`config.mk`:
```
export PLATFORM = sky130hd
export DESIGN_NAME = quick_cpu_pc_unit
export DESIGN_NICKNAME = d
export VERILOG_FILES = /design/src/rtl/quick_cpu_pc_unit.sv
export SDC_FILE = /design/constraint.sdc
export NUM_CORES = 1
export LEC_CHECK = 0
export ABC_AREA = 1
export CORE_MARGIN = 2
export CORE_UTILIZATION = 55
export CTS_CLUSTER_DIAMETER = 60
export DETAILED_ROUTE_END_ITERATION = 16
export PLACE_DENSITY = 0.79
export SLEW_MARGIN = 10
export SYNTH_ARGS = -nofsm -noshare
export SYNTH_HDL_FRONTEND = slang
export SYNTH_SLANG_ARGS = --single-unit
```
`constraint.sdc`:
```
create_clock -name clk -period 2.7 [get_ports clk]
set_input_delay 0.405 -clock clk [delete_from_list [all_inputs] [get_ports clk]]
set_output_delay 0.405 -clock clk [all_outputs]
set_load 0.05 [all_outputs]
```
`src/rtl/quick_cpu_pc_unit.sv`:
```
// Program-counter / control-flow unit: stall, jump, call/return via a hardware
// return stack, sticky halt and sticky stack-error reporting.
module quick_cpu_pc_unit #(
  parameter int                ADDR_W      = 8,
  parameter logic [ADDR_W-1:0] RESET_VEC   = '0,
  parameter int                STACK_DEPTH = 4,
  parameter int                SP_W        = $clog2(STACK_DEPTH + 1)
) (
  input  logic              clk,
  input  logic              rst,
  input  logic              en,
  input  logic              jump,
  input  logic              call,
  input  logic              ret,
  input  logic              halt_req,
  input  logic [ADDR_W-1:0] jump_addr,
  output logic [ADDR_W-1:0] pc,
  output logic              pc_valid,
  output logic              halted,
  output logic              stack_err,
  output logic [SP_W-1:0]   sp
);

  localparam int IDX_W = (STACK_DEPTH > 1) ? $clog2(STACK_DEPTH) : 1;

  localparam logic [1:0] S_BOOT = 2'd0;
  localparam logic [1:0] S_RUN  = 2'd1;
  localparam logic [1:0] S_HALT = 2'd2;

  logic [1:0]        state_q, state_d;
  logic [ADDR_W-1:0] pc_q, pc_d;
  logic [SP_W-1:0]   sp_q, sp_d;
  logic              err_q, err_d;
  logic              push;
  logic [IDX_W-1:0]  wr_idx, rd_idx;
  logic [ADDR_W-1:0] stack_q [STACK_DEPTH];

  assign wr_idx = IDX_W'(sp_q);
  assign rd_idx = IDX_W'(sp_q - SP_W'(1));

  always_comb begin
    state_d = state_q;
    pc_d    = pc_q;
    sp_d    = sp_q;
    err_d   = err_q;
    push    = 1'b0;
    case (state_q)
      S_BOOT: state_d = S_RUN;
      S_RUN: begin
        if (en) begin
          if (halt_req) begin
            state_d = S_HALT;
          end else if (call && ret) begin
            err_d   = 1'b1;
            state_d = S_HALT;
          end else if (ret) begin
            if (sp_q != '0) begin
              pc_d = stack_q[rd_idx];
              sp_d = sp_q - SP_W'(1);
            end else begin
              err_d   = 1'b1;
              state_d = S_HALT;
            end
          end else if (call) begin
            if (sp_q != SP_W'(STACK_DEPTH)) begin
              push = 1'b1;
              sp_d = sp_q + SP_W'(1);
              pc_d = jump_addr;
            end else begin
              err_d   = 1'b1;
              state_d = S_HALT;
            end
          end else if (jump) begin
            pc_d = jump_addr;
          end else begin
            pc_d = pc_q + ADDR_W'(1);
          end
        end
      end
      S_HALT: state_d = S_HALT;
      default: state_d = S_HALT;
    endcase
  end

  always_ff @(posedge clk or posedge rst) begin
    if (rst) begin
      state_q <= S_BOOT;
      pc_q    <= RESET_VEC;
      sp_q    <= '0;
      err_q   <= 1'b0;
    end else begin
      state_q <= state_d;
      pc_q    <= pc_d;
      sp_q    <= sp_d;
      err_q   <= err_d;
    end
  end

  // Stack contents survive reset; only sp marks which entries are valid.
  always_ff @(posedge clk) begin
    if (push) stack_q[wr_idx] <= pc_q + ADDR_W'(1);
  end

  assign pc        = pc_q;
  assign sp        = sp_q;
  assign stack_err = err_q;
  assign pc_valid  = (state_q == S_RUN);
  assign halted    = (state_q == S_HALT);

endmodule

```
==> impl_metrics.env <==
export IMPL_placed_area_um2=2700
export IMPL_synth_async_reset_ratio=0.304
export IMPL_die_y_um=70.0
export IMPL_ys_warn_count=0
export IMPL_power_density_nw_per_um2=774
export IMPL_cp_data_arrival_time_ps=1770
export IMPL_grt_pass1_wl_mm=8.39
export IMPL_p_comb_frac=0.379
export IMPL_yosys_most_used_dff="edfxtp_1"
export IMPL_internal_power_mw=1.32
export IMPL_clk_pin_slew_worst_paths_ps=70
export IMPL_synth_area_um2=2400
export IMPL_critical_path_slowest_cell="clkdlybuf4s50_1"
export IMPL_dr_first_iter_drc_count=138
export IMPL_p_sw_frac=0.390
export IMPL_core_region_area_um2=4260
export IMPL_drtPass1Iterations=4
export IMPL_synthDistinctLibCells=28
export IMPL_max_clock_freq_mhz=461
export IMPL_cts_tree="done"
export IMPL_maxSlewViolCount=0
export IMPL_path_cells="buf_4, clkdlybuf4s50_1"
export IMPL_cts_root_buf="clkbuf_8"
export IMPL_clkPwrFrac=0.192
export IMPL_outcome="completed"
export IMPL_avgViaCountPerCell=5.24
export IMPL_track_usage=0.227
export IMPL_rows=24
export IMPL_r2r_end="stack_q[0][5]"
export IMPL_synth_seq_area_share=0.547
export IMPL_wirelength_mm=5.18
export IMPL_start_util=0.562
export IMPL_path_class="flip-flop to output pin"
export IMPL_crit_reg2reg_launch="sp[1]"
export IMPL_grt_antenna_before_repair=0
export IMPL_cp_end_kind="output pin"
export IMPL_netlist_area_leader_share=0.401
export IMPL_ff2ff_setup_slack_ps=700
export IMPL_htreeDepth=2
export IMPL_worstSetupStartpoint="sp[0]"
export IMPL_n_antenna_cell=0
export IMPL_postCtsSetupBuffers=0
export IMPL_fillers=361
export IMPL_fin_setup_tns_ps=0
export IMPL_die_area_um2=4900
export IMPL_post_cts_resized=0
export IMPL_wl_per_cell_um=14.5
export IMPL_pwr_share_seq=0.429
export IMPL_finalCriticalPeriod_ps=2170
export IMPL_rsz0062_at_grt="no"
export IMPL_clk_latency_ps=290
export IMPL_peakVddDrop_uv=585
export IMPL_hold_class="flip-flop to flip-flop"
export IMPL_cts_max_path_buffers=2
export IMPL_synth_avg_cell_area_um2=8.78
export IMPL_post_dp_hpwl_mm=3.74
export IMPL_crit_path_end="sp[0]"
export IMPL_synth_area_leaders="edfxtp_1 40%, dfrtp_1 15%, nand2_1 14%"
export IMPL_hold_viol_final=0
export IMPL_leakagePower_nw=1.20
export IMPL_ys_ff_latch=46
export IMPL_synth_most_common_cell="nand2_1"
export IMPL_stdcell_area_um2=2790
export IMPL_cap_violations=0
export IMPL_gp_congestion=0.853
export IMPL_hold_buffers=0
export IMPL_drc=0
export IMPL_grt_pass1_vias=1738
export IMPL_grt_max_degree=21
export IMPL_cts_made_buffers=5
export IMPL_tightest_slew_ps=614
export IMPL_grt_remaining_overflow=0
export IMPL_synth_commonest_cells="90 x nand2_1, 32 x edfxtp_1, 29 x nand3_1, 28 x inv_1, 24 x nor2_1"
export IMPL_hold_start="state_q[1]"
export IMPL_yosysTopAreaCell="edfxtp_1"
export IMPL_cts_sink_count=46
export IMPL_cpPeakStageDelay_ps=840
export IMPL_nets=324
export IMPL_fin_util=0.654
export IMPL_area_delta_synth_final_pct=16.4
export IMPL_syn_nets=294
export IMPL_period_share=0.804
export IMPL_die_w_um=70.0
export IMPL_reg2reg_depth=5
export IMPL_cp_required_ps=2300
export IMPL_max_slew_margin=0.589
export IMPL_skew_ps=7.05
export IMPL_cp_start_kind="flip-flop"
export IMPL_drive_gt1_frac=0.0724
export IMPL_ios=29
export IMPL_setup_viol=0
export IMPL_cp_max_fo=20
export IMPL_synth_edf_count=32
export IMPL_ant_nets=0
export IMPL_p_switching_mw=0.842
export IMPL_port_buffers=28
export IMPL_dr_total_vias=1867
export IMPL_netlist_instances=273
[sequential cells by signal (all words and copies together) (netlist names)]
signal and cells:
stack_q 32, stack_err 1, sp 3, state_q 2, pc 8
[cells by family (layout without fill, tap and decap cells)]
kind of cell | count (synthesis) | in the layout | synth area share
flops | 46 | 46 | 0.547
xor+xnor | 3 | 3 | 0.0110
simple gates | 155 | 155 | 0.281
fa+ha+maj | 6 | 6 | 0.0313
buf+inv | 41 | 72 | 0.0799
compound gates | 22 | 22 | 0.0491
[routing by layer]
metal | global-route usage | vias to the layer above | part of all wire
li1 | - | 934 | -
met1 | 0.319 | 848 | 0.45
met2 | 0.354 | 75 | 0.47
met3 | 0.0433 | 10 | 0.066
met4 | 0.0855 | 0 | 0.018
met5 | 0 | - | 0
[power by group through the flow]
stage | combinational (mW) | sequential [mW] | clock, mW
floorplan | 0.427 | 1.07 | 0
global placement | 0.798 | 0.937 | 0
detailed placement | 0.808 | 0.937 | 0
CTS | 0.816 | 0.923 | 0.426
global route | 0.889 | 0.934 | 0.442
finish | 0.818 | 0.926 | 0.415
[through the flow]
step                      cells  setup WS, ps  total power, mW  hold slack, ps
after floorplan             273           394             1.50             294
final                       356           530             2.16             449
after global placement      348           408             1.74             448
after CTS                   356           519             2.17             446
after global routing        356           477             2.27             486
after detailed placement    348           309             1.75             431
[cell usage in the layout (no fill, tap or decap), types with 2 or more instances in the layout]
master / instances
inv_1: 28
dfrtp_1: 14
nand2_1: 90
and2_1: 3
edfxtp_1: 32
o21ai_1: 4
nor2_1: 24
nand3_1: 29
clkbuf_1: 2
ha_1: 6
clkdlybuf4s50_1: 28
a21oi_1: 11
xnor2_1: 3
inv_2: 2
nand2_2: 3
o21ai_0: 4
nor2_4: 2
clkbuf_8: 6
buf_4: 3
[critical path, delay by kind of cell, from the launching register on]
kind | cells | cell delay (ps)
DFF | 1 | 390
buffers and inverters | 2 | 1090
[how the worst min path moves through the flow]
stage | depth (start not counted) | endpoint | slack, ps
finish | 1 | state_q[0] | 450
global route | 1 | state_q[0] | 490
CTS | 1 | state_q[0] | 450
detailed placement | 1 | state_q[0] | 430
global placement | 2 | stack_err | 450
floorplan | 1 | pc[0] | 290
[cell type report]
type	count	area, um2	area share
clock buffer	8	90.1	0.0323
inverter	33	128	0.0457
multi-input combinational	186	893	0.320
sequential	46	1310	0.470
tap	52	65.1	0.0233
timing repair buffer	31	303	0.109
(Power assumes the default switching activity.)
